**src/rtl/otter_pkg.sv**
```systemverilog
// Shared encodings for the OTTER front end: PC select codes and fetch FSM states.
package otter_pkg;

    localparam logic [2:0] PC_SEL_SEQ    = 3'd0;
    localparam logic [2:0] PC_SEL_JALR   = 3'd1;
    localparam logic [2:0] PC_SEL_BRANCH = 3'd2;
    localparam logic [2:0] PC_SEL_JAL    = 3'd3;
    localparam logic [2:0] PC_SEL_MTVEC  = 3'd4;
    localparam logic [2:0] PC_SEL_MEPC   = 3'd5;

    typedef logic [2:0] fetch_state_t;

    localparam fetch_state_t S_RESET = 3'd0;
    localparam fetch_state_t S_REQ   = 3'd1;
    localparam fetch_state_t S_WAIT  = 3'd2;
    localparam fetch_state_t S_HOLD  = 3'd3;
    localparam fetch_state_t S_KILL  = 3'd4;

endpackage

```
**src/rtl/otter_pc_target_mux.sv**
```systemverilog
// Redirect target selection: jalr bit0 clear, alignment check on jump/branch targets.
module otter_pc_target_mux
    import otter_pkg::*;
(
    input  logic        ex_valid,
    input  logic [2:0]  ex_pc_sel,
    input  logic [31:0] jal_addr,
    input  logic [31:0] branch_addr,
    input  logic [31:0] jalr_addr,
    input  logic [31:0] mtvec,
    input  logic [31:0] mepc,
    output logic        redirect,
    output logic [31:0] target,
    output logic        misaligned,
    output logic [31:0] next_pc
);

    logic checked;

    always_comb begin
        redirect = 1'b0;
        checked  = 1'b0;
        target   = mtvec;
        if (ex_valid) begin
            case (ex_pc_sel)
                PC_SEL_JALR: begin
                    redirect = 1'b1;
                    checked  = 1'b1;
                    target   = {jalr_addr[31:1], 1'b0};
                end
                PC_SEL_BRANCH: begin
                    redirect = 1'b1;
                    checked  = 1'b1;
                    target   = branch_addr;
                end
                PC_SEL_JAL: begin
                    redirect = 1'b1;
                    checked  = 1'b1;
                    target   = jal_addr;
                end
                PC_SEL_MTVEC: begin
                    redirect = 1'b1;
                    target   = mtvec;
                end
                PC_SEL_MEPC: begin
                    redirect = 1'b1;
                    target   = mepc;
                end
                default: ;
            endcase
        end
        // Trap vectors are trusted; only computed control-flow targets are checked.
        misaligned = checked && (target[1:0] != 2'b00);
        next_pc    = misaligned ? mtvec : target;
    end

endmodule

```
**src/rtl/otter_pc_sequencer.sv**
```systemverilog
// OTTER fetch PC sequencer: single-outstanding imem handshake, redirect/kill, decode hand-off.
module otter_pc_sequencer
    import otter_pkg::*;
#(
    parameter logic [31:0] RESET_VEC = 32'h0000_0000
) (
    input  logic        clk,
    input  logic        rst_n,
    input  logic        ex_valid,
    input  logic [2:0]  ex_pc_sel,
    input  logic [31:0] jal_addr,
    input  logic [31:0] branch_addr,
    input  logic [31:0] jalr_addr,
    input  logic [31:0] mtvec,
    input  logic [31:0] mepc,
    output logic        imem_req_valid,
    input  logic        imem_req_ready,
    output logic [31:0] imem_addr,
    input  logic        imem_rsp_valid,
    input  logic [31:0] imem_rsp_data,
    output logic        if_valid,
    input  logic        if_ready,
    output logic [31:0] if_instr,
    output logic [31:0] if_pc,
    output logic        misalign_trap,
    output logic [31:0] misalign_addr,
    output logic [31:0] pc
);

    fetch_state_t state;
    logic [31:0]  issued_pc;
    logic         redirect;
    logic         misaligned;
    logic [31:0]  target;
    logic [31:0]  next_pc;

    otter_pc_target_mux u_target_mux (
        .ex_valid    (ex_valid),
        .ex_pc_sel   (ex_pc_sel),
        .jal_addr    (jal_addr),
        .branch_addr (branch_addr),
        .jalr_addr   (jalr_addr),
        .mtvec       (mtvec),
        .mepc        (mepc),
        .redirect    (redirect),
        .target      (target),
        .misaligned  (misaligned),
        .next_pc     (next_pc)
    );

    assign imem_addr      = pc;
    assign imem_req_valid = (state == S_REQ);

    always_ff @(posedge clk or negedge rst_n) begin
        if (!rst_n) begin
            state         <= S_RESET;
            pc            <= RESET_VEC;
            issued_pc     <= RESET_VEC;
            if_valid      <= 1'b0;
            if_instr      <= '0;
            if_pc         <= '0;
            misalign_trap <= 1'b0;
            misalign_addr <= '0;
        end else begin
            misalign_trap <= 1'b0;
            if (redirect) begin
                pc <= next_pc;
                if (misaligned) begin
                    misalign_trap <= 1'b1;
                    misalign_addr <= target;
                end
            end

            case (state)
                S_RESET: state <= S_REQ;
                S_REQ: begin
                    // A request accepted alongside a redirect fetches a dead address.
                    if (redirect) begin
                        if (imem_req_ready) state <= S_KILL;
                    end else if (imem_req_ready) begin
                        issued_pc <= pc;
                        pc        <= pc + 32'd4;
                        state     <= S_WAIT;
                    end
                end
                S_WAIT: begin
                    if (redirect) begin
                        state <= imem_rsp_valid ? S_REQ : S_KILL;
                    end else if (imem_rsp_valid) begin
                        if_instr <= imem_rsp_data;
                        if_pc    <= issued_pc;
                        if_valid <= 1'b1;
                        state    <= S_HOLD;
                    end
                end
                S_HOLD: begin
                    if (redirect || if_ready) begin
                        if_valid <= 1'b0;
                        state    <= S_REQ;
                    end
                end
                S_KILL: begin
                    if (imem_rsp_valid) state <= S_REQ;
                end
                default: state <= S_RESET;
            endcase
        end
    end

endmodule

```
**config.mk**
```make
export PLATFORM = sky130hd
export DESIGN_NAME = otter_pc_sequencer
export DESIGN_NICKNAME = d
export VERILOG_FILES = /design/src/rtl/otter_pkg.sv /design/src/rtl/otter_pc_target_mux.sv /design/src/rtl/otter_pc_sequencer.sv
export SDC_FILE = /design/constraint.sdc
export NUM_CORES = 1
export LEC_CHECK = 0
export CAP_MARGIN = 0
export CORE_MARGIN = 2
export CORE_UTILIZATION = 40
export CTS_BUF_LIST = sky130_fd_sc_hd__clkbuf_16
export CTS_CLUSTER_SIZE = 25
export DETAILED_ROUTE_END_ITERATION = 10
export GPL_ROUTABILITY_DRIVEN = 0
export PLACE_DENSITY_LB_ADDON = 0.2
export SLEW_MARGIN = 20
export SYNTH_ARGS = -nofsm -noshare
export SYNTH_HDL_FRONTEND = slang
export SYNTH_HIERARCHICAL = 1
export SYNTH_SLANG_ARGS = --single-unit
```
**constraint.sdc**
```tcl
create_clock -name clk -period 2.1 [get_ports clk]
set_input_delay 0.315 -clock clk [delete_from_list [all_inputs] [get_ports clk]]
set_output_delay 0.315 -clock clk [all_outputs]
set_load 0.005 [all_outputs]
```
# Word level (Yosys, flattened, before mapping)
# Cells that the tools add are included.
totals:
  reg_bits: 165
  inputBits: 201
  output_inout_bits: 163
  elab_cells: 63
op_classes:
  addsub: 1
  eq_ne: 15
  muxes: 26
  bitwise_logic: 1
  reduce_logical: 12
op_table:
  columns: ["op", "count"]
  rows:
  - ["32-bit 2-to-1 mux", 6]
  - ["32-bit one-hot mux with 4 select lines", 1]
  - ["32-bit by 3-bit adder with 32-bit output (second input constant)", 1]
  - ["3-bit 2-to-1 mux", 8]
  - ["3-bit one-hot mux with 5 select lines", 1]
  - ["3-bit by 2-bit equality test with 1-bit output (second input constant)", 4]
  - ["3-bit equality test (second input constant)", 3]
  - ["1-bit 2-to-1 mux", 9]
  - ["2-bit inequality test (second input constant)", 4]
  - ["4-bit AND reduction", 2]
  - ["3-bit by 1-bit equality test with 1-bit output (second input constant)", 2]
  - ["3-bit AND reduction", 2]
  - ["5-bit OR reduction", 1]
  - ["2-bit nonzero test", 2]
  - ["3-bit zero test", 1]
  - ["3-bit inequality test (second input constant)", 1]
  - ["3-bit OR reduction", 1]
  - ["2-bit by 1-bit inequality test with 1-bit output (second input constant)", 1]
  - ["1-bit one-hot mux with 2 select lines", 1]
  - ["2-bit AND reduction", 1]
  - ["1-bit logical AND", 1]
  - ["1-bit logical OR", 1]
  - ["1-bit inverter", 1]

# Logic depth before layout (Yosys ltp)
# Gate-level depths: netlist of run 1.
depth:
  word_depth: 10
  depth_mapped: 10

# By module
# The synthesis of run 1 kept the hierarchy.
modules_own_cells:
  columns: ["mod", "instances", "cells_per_inst", "area_each_um2", "seq_area_each_um2"]
  rows:
  - ["otter_pc_sequencer", 1, 542, 7071.8, 4129.0]
  - ["otter_pc_target_mux", 1, 250, 1793.0, 0.0]

# Worst setup path before layout of run 1
# OpenSTA, ideal clock, no wires.
synth_timing:
  path_type: "input to register"
  startpoint: "input ex_pc_sel[1]"
  endpoint: "register if_instr[0]"
  setup_ns: 0.125
  t_arrival_ns: 2.187
  t_required_ns: 1.975
  slack_ns: -0.211
  path_stages: 9
  n_path_buf: 4
  cell_sequence: "buf_4 nand2_1 clkbuf_1 nand2_1 nor2_1 or3_1 clkbuf_1 clkbuf_1 mux2_2"
synth_via:
  elab_chain_len: 6
  elab_cells_between_ends: 10
  classes_between: "eq/ne (5); mux (2); bitwise (1); reduce/logical (2)"
synth_rtl:
  columns: ["element", "line", "text"]
  rows:
  - ["start, declared", "otter_pc_sequencer.sv:10", "input logic [2:0] ex_pc_sel,"]
  - ["3-bit equality test, or another cell as far along", "otter_pc_target_mux.sv:25", "case (ex_pc_sel)"]
  - ["5-bit OR reduction (no source line) *", null, null]
  - ["1-bit 2-to-1 mux *", "otter_pc_target_mux.sv:25", null]
  - ["1-bit 2-to-1 mux *", "otter_pc_target_mux.sv:24", "if (ex_valid) begin"]
  - ["net redirect", "otter_pc_sequencer.sv:32", "logic redirect;"]
  - ["1-bit inverter (no source line) *", null, null]
  - ["3-bit AND reduction (no source line) *", null, null]
  - ["end signal, assigned", "otter_pc_sequencer.sv:90", "if_instr <= imem_rsp_data;"]
  - ["end, declared", "otter_pc_sequencer.sv:23", "output logic [31:0] if_instr,"]
# The timed path passes the listed nets; every way through them passes the cells marked *.
# A chain may end at the register's enable or synchronous reset.

# Final worst setup path of run 1
layout_timing:
  startpoint: "register pc[2], in the netlist imem_addr[2]"
  endpoint: "register pc[22], in the netlist imem_addr[22]"
layout_via:
  elab_chain_len: 4
layout_rtl:
  columns: ["element", "line", "text"]
  rows:
  - ["start, declared", "otter_pc_sequencer.sv:27", "output logic [31:0] pc"]
  - ["start signal, assigned", "otter_pc_sequencer.sv:67", "pc <= next_pc;"]
  - ["start signal, assigned", "otter_pc_sequencer.sv:82", "pc <= pc + 32'd4;"]
  - ["32-bit by 3-bit adder with 32-bit output", "otter_pc_sequencer.sv:82", null]
  - ["32-bit 2-to-1 mux", "otter_pc_sequencer.sv:80", "end else if (imem_req_ready) begin"]
  - ["32-bit 2-to-1 mux", "otter_pc_sequencer.sv:78", "if (redirect) begin"]
  - ["32-bit 2-to-1 mux", "otter_pc_sequencer.sv:74", "case (state)"]
# Every way passes these cells.

==> impl_metrics.toml, run 1 <==
[finish]
antenna_cells = 0
area_growth_pct = 57.2
fillers = 1760
ff_latch_area_mm2 = 0.00413
multi_input_area_mm2 = 0.00427
nets = 1404
drive_gt1_frac = 0.273
layoutNonFillerInstCount = 1494

[power]
switching_share = 0.293
power.leakage_uw = 0.00573
p_comb_frac = 0.411
p_switching_uw = 3990
ir_drop_v = 0.000600
powerDensity_mw_per_mm2 = 976
p_clk_frac = 0.211
p_seq_frac = 0.378
p_int_uw = 9610

[min_path]
hold_class = "in2async"

[logic_synthesis]
yosysWarnings = 6
avgSynthCellArea_um2 = 11.2
ys_top_cells_by_count = "dfrtp_1 (165), mux2_2 (162), o21ai_0 (37)"
synth_top_area_share = 0.466
ys.flop_type = "dfrtp_1"
netlist_area_mm2 = 0.00886
synth_cells = 792
syn_nets = 994
ys_types = 54
yosysMostFrequentCell = "dfrtp_1"
ys_seq_elements = 165
synth_top_cells_by_area = "dfrtp_1 (47%), mux2_2 (21%), buf_4 (2.9%), a211oi_1 (2.8%), o21ai_0 (2.1%)"
ys_async_sr_fraction = 1.00
synth_edf_count = 0
synth.largest_area_cell = "dfrtp_1"
yosysSeqAreaShare = 0.466

[clock_network]
root_buffer = "clkbuf_16"
clk_pin_slew_ns = 0.07
htree_levels = 4
clock_latency_ns = 0.43
clock-sinks = 165
cts_tree = "done"
cts_buffers = 17
cts.path.max_buffers = 2

[sta]
skew_ns = 0.0119
period_share = 0.994
relSlewSlack = 0.690
fin_ws_ns = 0.0124
tns_ns = 0
rsz0062_at_grt = "yes"
finalMaxSlewViolations = 0
fmax_mhz = 479
min_period_ns = 2.09
finalSetupViolations = 0
hold_viol_final = 0
tightest_slew_ns = 0.462

[grt]
antenna_found_initial = 0
grt_pass1_wl_um = 45900
grt_start_max_net_pins = 48
grt_overflow = 0
grt_usage = 0.249
grt_pass1_vias = 8170

[detailed_routing]
routedWlPerCell_um = 19.7
dr.pass1.iters = 5
drc = 0
antenna_left = 0
wl_um = 29400
initialDrtViolationCount = 463
via_per_inst = 5.36
num_vias = 8010

[floorplanning]
start_util = 0.407
fp.dieW_um = 153
die_area_mm2 = 0.0234
core-area_mm2 = 0.0218
die_y_um = 153
io_pins = 364
num_rows = 54

[critical_path]
arrival_ns = 2.40
setup.worst_path.end = "imem_addr[22]"
worstPathMaxFanout = 4
end_kind = "flip-flop"
reg2reg_depth = 5
criticalPathCategory = "reg2reg"
crit_path_start = "imem_addr[2]"
reg2reg_setup_slack_ns = 0.01
r2r_end = "imem_addr[22]"
rr_startpoint = "imem_addr[2]"
critPathLaunchType = "flip-flop"
cp.required_ns = 2.42

[run]
maxCapViolCount = 0

[place]
io_buffers = 362
place_ws_ns = -0.544
post-place-cells = 1459
hpwl_um = 23000

[run_status]
status = "finished, final reports clean"
metal layers:
layer | vias up | part of all wire | track usage
met2 | 303 | 0.49 | 0.413
met3 | 45 | 0.055 | 0.0505
li1 | 3738 | - | -
met4 | 0 | 0.021 | 0.0732
met1 | 3924 | 0.44 | 0.333
met5 | - | 0 | 0
metrics by stage:
stage | util | hold WS [ns] | area (um^2) | power [uW]
CTS | 0.638 | 0.392 | 13900 | 13700
global route | 0.641 | 0.420 | 13900 | 14400
global placement | 0.612 | 0.276 | 13300 | 10600
finish | 0.641 | 0.387 | 13900 | 13600
floorplan | - | 0.0194 | 8990 | 7380
detailed placement | 0.612 | 0.280 | 13300 | 10800
power by group through the flow:
stage / registers (uW) / clock network, uW / logic, uW
after floorplan: 5210 / 0 / 2170
after global placement: 5140 / 0 / 5500
after detailed placement: 5190 / 0 / 5590
after CTS: 5150 / 2940 / 5630
after global routing: 5340 / 3070 / 5970
final: 5150 / 2870 / 5590
cells in the final DEF (no fill, tap or decap), drive strengths merged, types with 15 or more instances in the layout:
cell           synthesis  final
buf                   59    119
nand2                 35     35
mux2                 163    163
a21oi                 22     23
o22a                  15     15
o21ai                 38     38
nor2b                 17     17
clkdlybuf4s50          0    356
mux2i                 18     18
o22ai                 16     16
inv                   15     20
a211oi                33     33
clkbuf                30     17
nor2                  23     23
or4                   15     15
dfrtp                165    165
repair_timing:
item | 4_1_cts | 5_1_grt
gates resized for setup | 6 | 7
endpoints found under the hold margin | 40 | 0
pin swaps | 0 | 2
gates cloned | 0 | 1
buffers inserted | 0 | 2
hold buffers | 1 | 0
setup endpoints to repair | 112 | 45
cell families after synthesis:
family,Yosys count,synth area share
AOI/OAI and AO/OA,174,0.132
xor gates and xnor gates,10,0.00988
adders and majority gates,1,0.00141
buffers and inverters,104,0.0644
DFF,165,0.466
muxes,181,0.227
and+or+nand+nor,157,0.0995
flip-flops by register name (all words and copies together) (netlist names):
register / count
misalign_trap: 1
state: 3
misalign_addr: 32
if_pc: 32
if_instr: 32
imem_addr: 32
issued_pc: 32
if_valid: 1
cell type report:
type / count / share of cell area
timing repair buffer: 479 / 0.330
multi-input combinational: 524 / 0.306
sequential: 165 / 0.297
clock buffer: 17 / 0.0305
tap: 280 / 0.0251
clock inverter: 14 / 0.00763
inverter: 15 / 0.00404
worst max-delay path, stage by stage, from the launching register on:
cell and delay, ns:
dfrtp_1 0.36, ha_1 0.18, nand4_1 0.23, or4_4 0.52
or3_1 0.37, o311ai_1 0.32
worst min path at each step:
stage / cells past startpoint / slack (ns) / startpoint / end
final: 2 / 0.39 / rst_n / if_instr[28]
after detailed placement: 1 / 0.28 / rst_n / misalign_addr[9]
after global routing: 2 / 0.42 / rst_n / if_pc[1]
after global placement: 1 / 0.28 / rst_n / if_instr[28]
after CTS: 2 / 0.39 / rst_n / misalign_addr[9]
after floorplan: 0 / 0.02 / rst_n / if_instr[0]
Power figures use the tool's default switching activity.
==> run 2: changes to the inputs <==
--- a/config.mk
+++ b/config.mk
@@ -7,7 +7,7 @@
 export LEC_CHECK = 0
 export CAP_MARGIN = 0
 export CORE_MARGIN = 2
-export CORE_UTILIZATION = 40
+export CORE_UTILIZATION = 39
 export CTS_BUF_LIST = sky130_fd_sc_hd__clkbuf_16
 export CTS_CLUSTER_SIZE = 25
 export DETAILED_ROUTE_END_ITERATION = 10
@@ -16,5 +16,4 @@
 export SLEW_MARGIN = 20
 export SYNTH_ARGS = -nofsm -noshare
 export SYNTH_HDL_FRONTEND = slang
-export SYNTH_HIERARCHICAL = 1
 export SYNTH_SLANG_ARGS = --single-unit
==> impl_metrics.toml, run 2 <==
[min_path]
min_path_cells = 4
hold_class = "in2reg"

[detailed_routing]
num_vias = 7360
antenna_left = 0
dr.pass1.iters = 5
routedWlPerCell_um = 18.4
wl_um = 26600
via_per_inst = 5.09
drc = 0
initialDrtViolationCount = 325

[critical_path]
critPathLaunchType = "primary input"
end_kind = "flip-flop"
worstPathMaxFanout = 14
cp.required_ns = 2.40
reg2reg_depth = 7
arrival_ns = 2.37
criticalPathCategory = "in2reg"

[grt]
grt_overflow = 0
grt_usage = 0.225
antenna_found_initial = 3
grt_start_max_net_pins = 49
grt_pass1_wl_um = 41300
grt_pass1_vias = 7429

[finish]
nets = 1352
multi_input_area_mm2 = 0.00398
area_growth_pct = 57.7
layout_common_cells = "clkdlybuf4s50_1 (358), dfrtp_1 (165), buf_4 (82)"
drive_gt1_frac = 0.178
fillers = 1833
final_common_cell = "clkdlybuf4s50_1"
layoutNonFillerInstCount = 1445
ff_latch_area_mm2 = 0.00413
fin_area_mm2 = 0.0137

[logic_synthesis]
synth_edf_count = 0
syn_nets = 957
synth_top_area_share = 0.476
yosysMostFrequentCell = "dfrtp_1"
ys_top_cells_by_count = "dfrtp_1 (165), mux2i_1 (69), mux2_2 (57)"
synth.largest_area_cell = "dfrtp_1"
ys_types = 55
ys.flop_type = "dfrtp_1"
synth_cells = 755
ys_seq_elements = 165
synth_top_cells_by_area = "dfrtp_1 (48%), mux2i_1 (8.0%), mux2_2 (7.4%), mux2_1 (6.4%), buf_4 (3.6%)"
yosysWarnings = 0
yosysSeqAreaShare = 0.476
netlist_area_mm2 = 0.00867
ys_async_sr_fraction = 1.00
avgSynthCellArea_um2 = 11.5

[sta]
hold_viol_final = 0
min_period_ns = 2.07
fmax_mhz = 482
holdWs_ns = 0.365
skew_ns = 0.00972
finalSetupViolations = 0
rsz0062_at_grt = "no"
period_share = 0.988
finalMaxSlewViolations = 0
tightest_slew_ns = 0.471
relSlewSlack = 0.686

[clock_network]
cts.path.max_buffers = 2
htree_levels = 4
cts_buffers = 17
clock-sinks = 165
clk_pin_slew_ns = 0.06
root_buffer = "clkbuf_16"
clock_latency_ns = 0.42
cts_tree = "done"

[place]
post-place-cells = 1408
io_buffers = 362
place_area_mm2 = 0.0130
hpwl_um = 21200

[floorplanning]
num_rows = 54
io_pins = 364
die_y_um = 153
core-area_mm2 = 0.0218
fp.dieW_um = 153
start_util = 0.397
die_area_mm2 = 0.0234

[run_status]
status = "finished, final reports clean"

[power]
power.leakage_uw = 0.00582
powerDensity_mw_per_mm2 = 979
ir_drop_v = 0.000495
finalPower_uw = 13400

[run]
maxCapViolCount = 0
[run 2: cell types whose count changed after synthesis, sizes merged, moves of 15 or more]
cell,delta
a22oi,+24
o22a,-15
clkbuf,-15
o22ai,+28
mux2,-57
xor2,+17
mux2i,+51
and2,+20
a211oi,-32
[run 2: final timing paths]
kind | from | end | slack [ns]
max in group asynchronous | rst_n | if_pc[30] | 1.07
min | ex_pc_sel[2] | imem_addr[1] | 0.36
min in group asynchronous | rst_n | if_instr[0] | 0.39
max | ex_pc_sel[1] | if_pc[15] | 0.03
max reg2reg | imem_addr[3] | imem_addr[26] | 0.27
min reg2reg | misalign_addr[26] | misalign_addr[26] | 0.48
[run 2: what timing repair did]
item,4_1_cts,5_1_grt
hold buffers,1,0
hold endpoints to repair,43,0
setup buffers,0,1
gates resized for setup,0,7
endpoints found under the setup margin,0,11
[run 2: area by class of cell]
cell class,count,share of cell area
flip-flops and latches,165,0.302
clock buffers,17,0.0311
diodes,3,0.000549
well taps,280,0.0256
multi-input cells,496,0.291
repair buffers,463,0.337
inverters,7,0.00192
clock inverters,14,0.0104
[run 2: kinds of logic after synthesis]
family | count (synthesis) | share of synthesized area
AND/OR/NAND/NOR | 144 | 0.0987
XOR/XNOR | 29 | 0.0293
AO/OA/AOI/OAI | 147 | 0.108
flip-flops | 165 | 0.476
adder cells (fa/ha/maj) | 1 | 0.00144
multiplexers | 175 | 0.217
buffers and inverters | 94 | 0.0691
[run 2: through the flow]
step                      worst slack (ns)  TNS (ns)  utilization
final                               0.0250         0        0.626
after global routing               0.00525         0        0.626
after CTS                          0.00690         0        0.623
after detailed placement            -0.444    -49.96        0.597
after global placement              -0.389    -45.18        0.597
after floorplan                      0.116         0            -
[run 2: per-layer routing]
layer | vias to the layer above | part of all wire | global-route usage
met3 | 45 | 0.060 | 0.0454
met4 | 0 | 0.030 | 0.0908
met2 | 296 | 0.48 | 0.369
li1 | 3522 | - | -
met1 | 3497 | 0.43 | 0.294
met5 | - | 0 | 0
[run 2: critical path: stages]
cell	delay (ns)
clkdlybuf4s50_1	0.47
or3_1	0.41
and3_4	0.21
nor4_4	0.26
buf_12	0.20
buf_12	0.16
mux2_1	0.33
[run 2: report_power, final]
group	switching [uW]	total [uW]	leakage, uW	internal, uW
Clock	1370	3030	0.000269	1660
Sequential	771	5150	0.00201	4380
Combinational	1780	5200	0.00354	3420
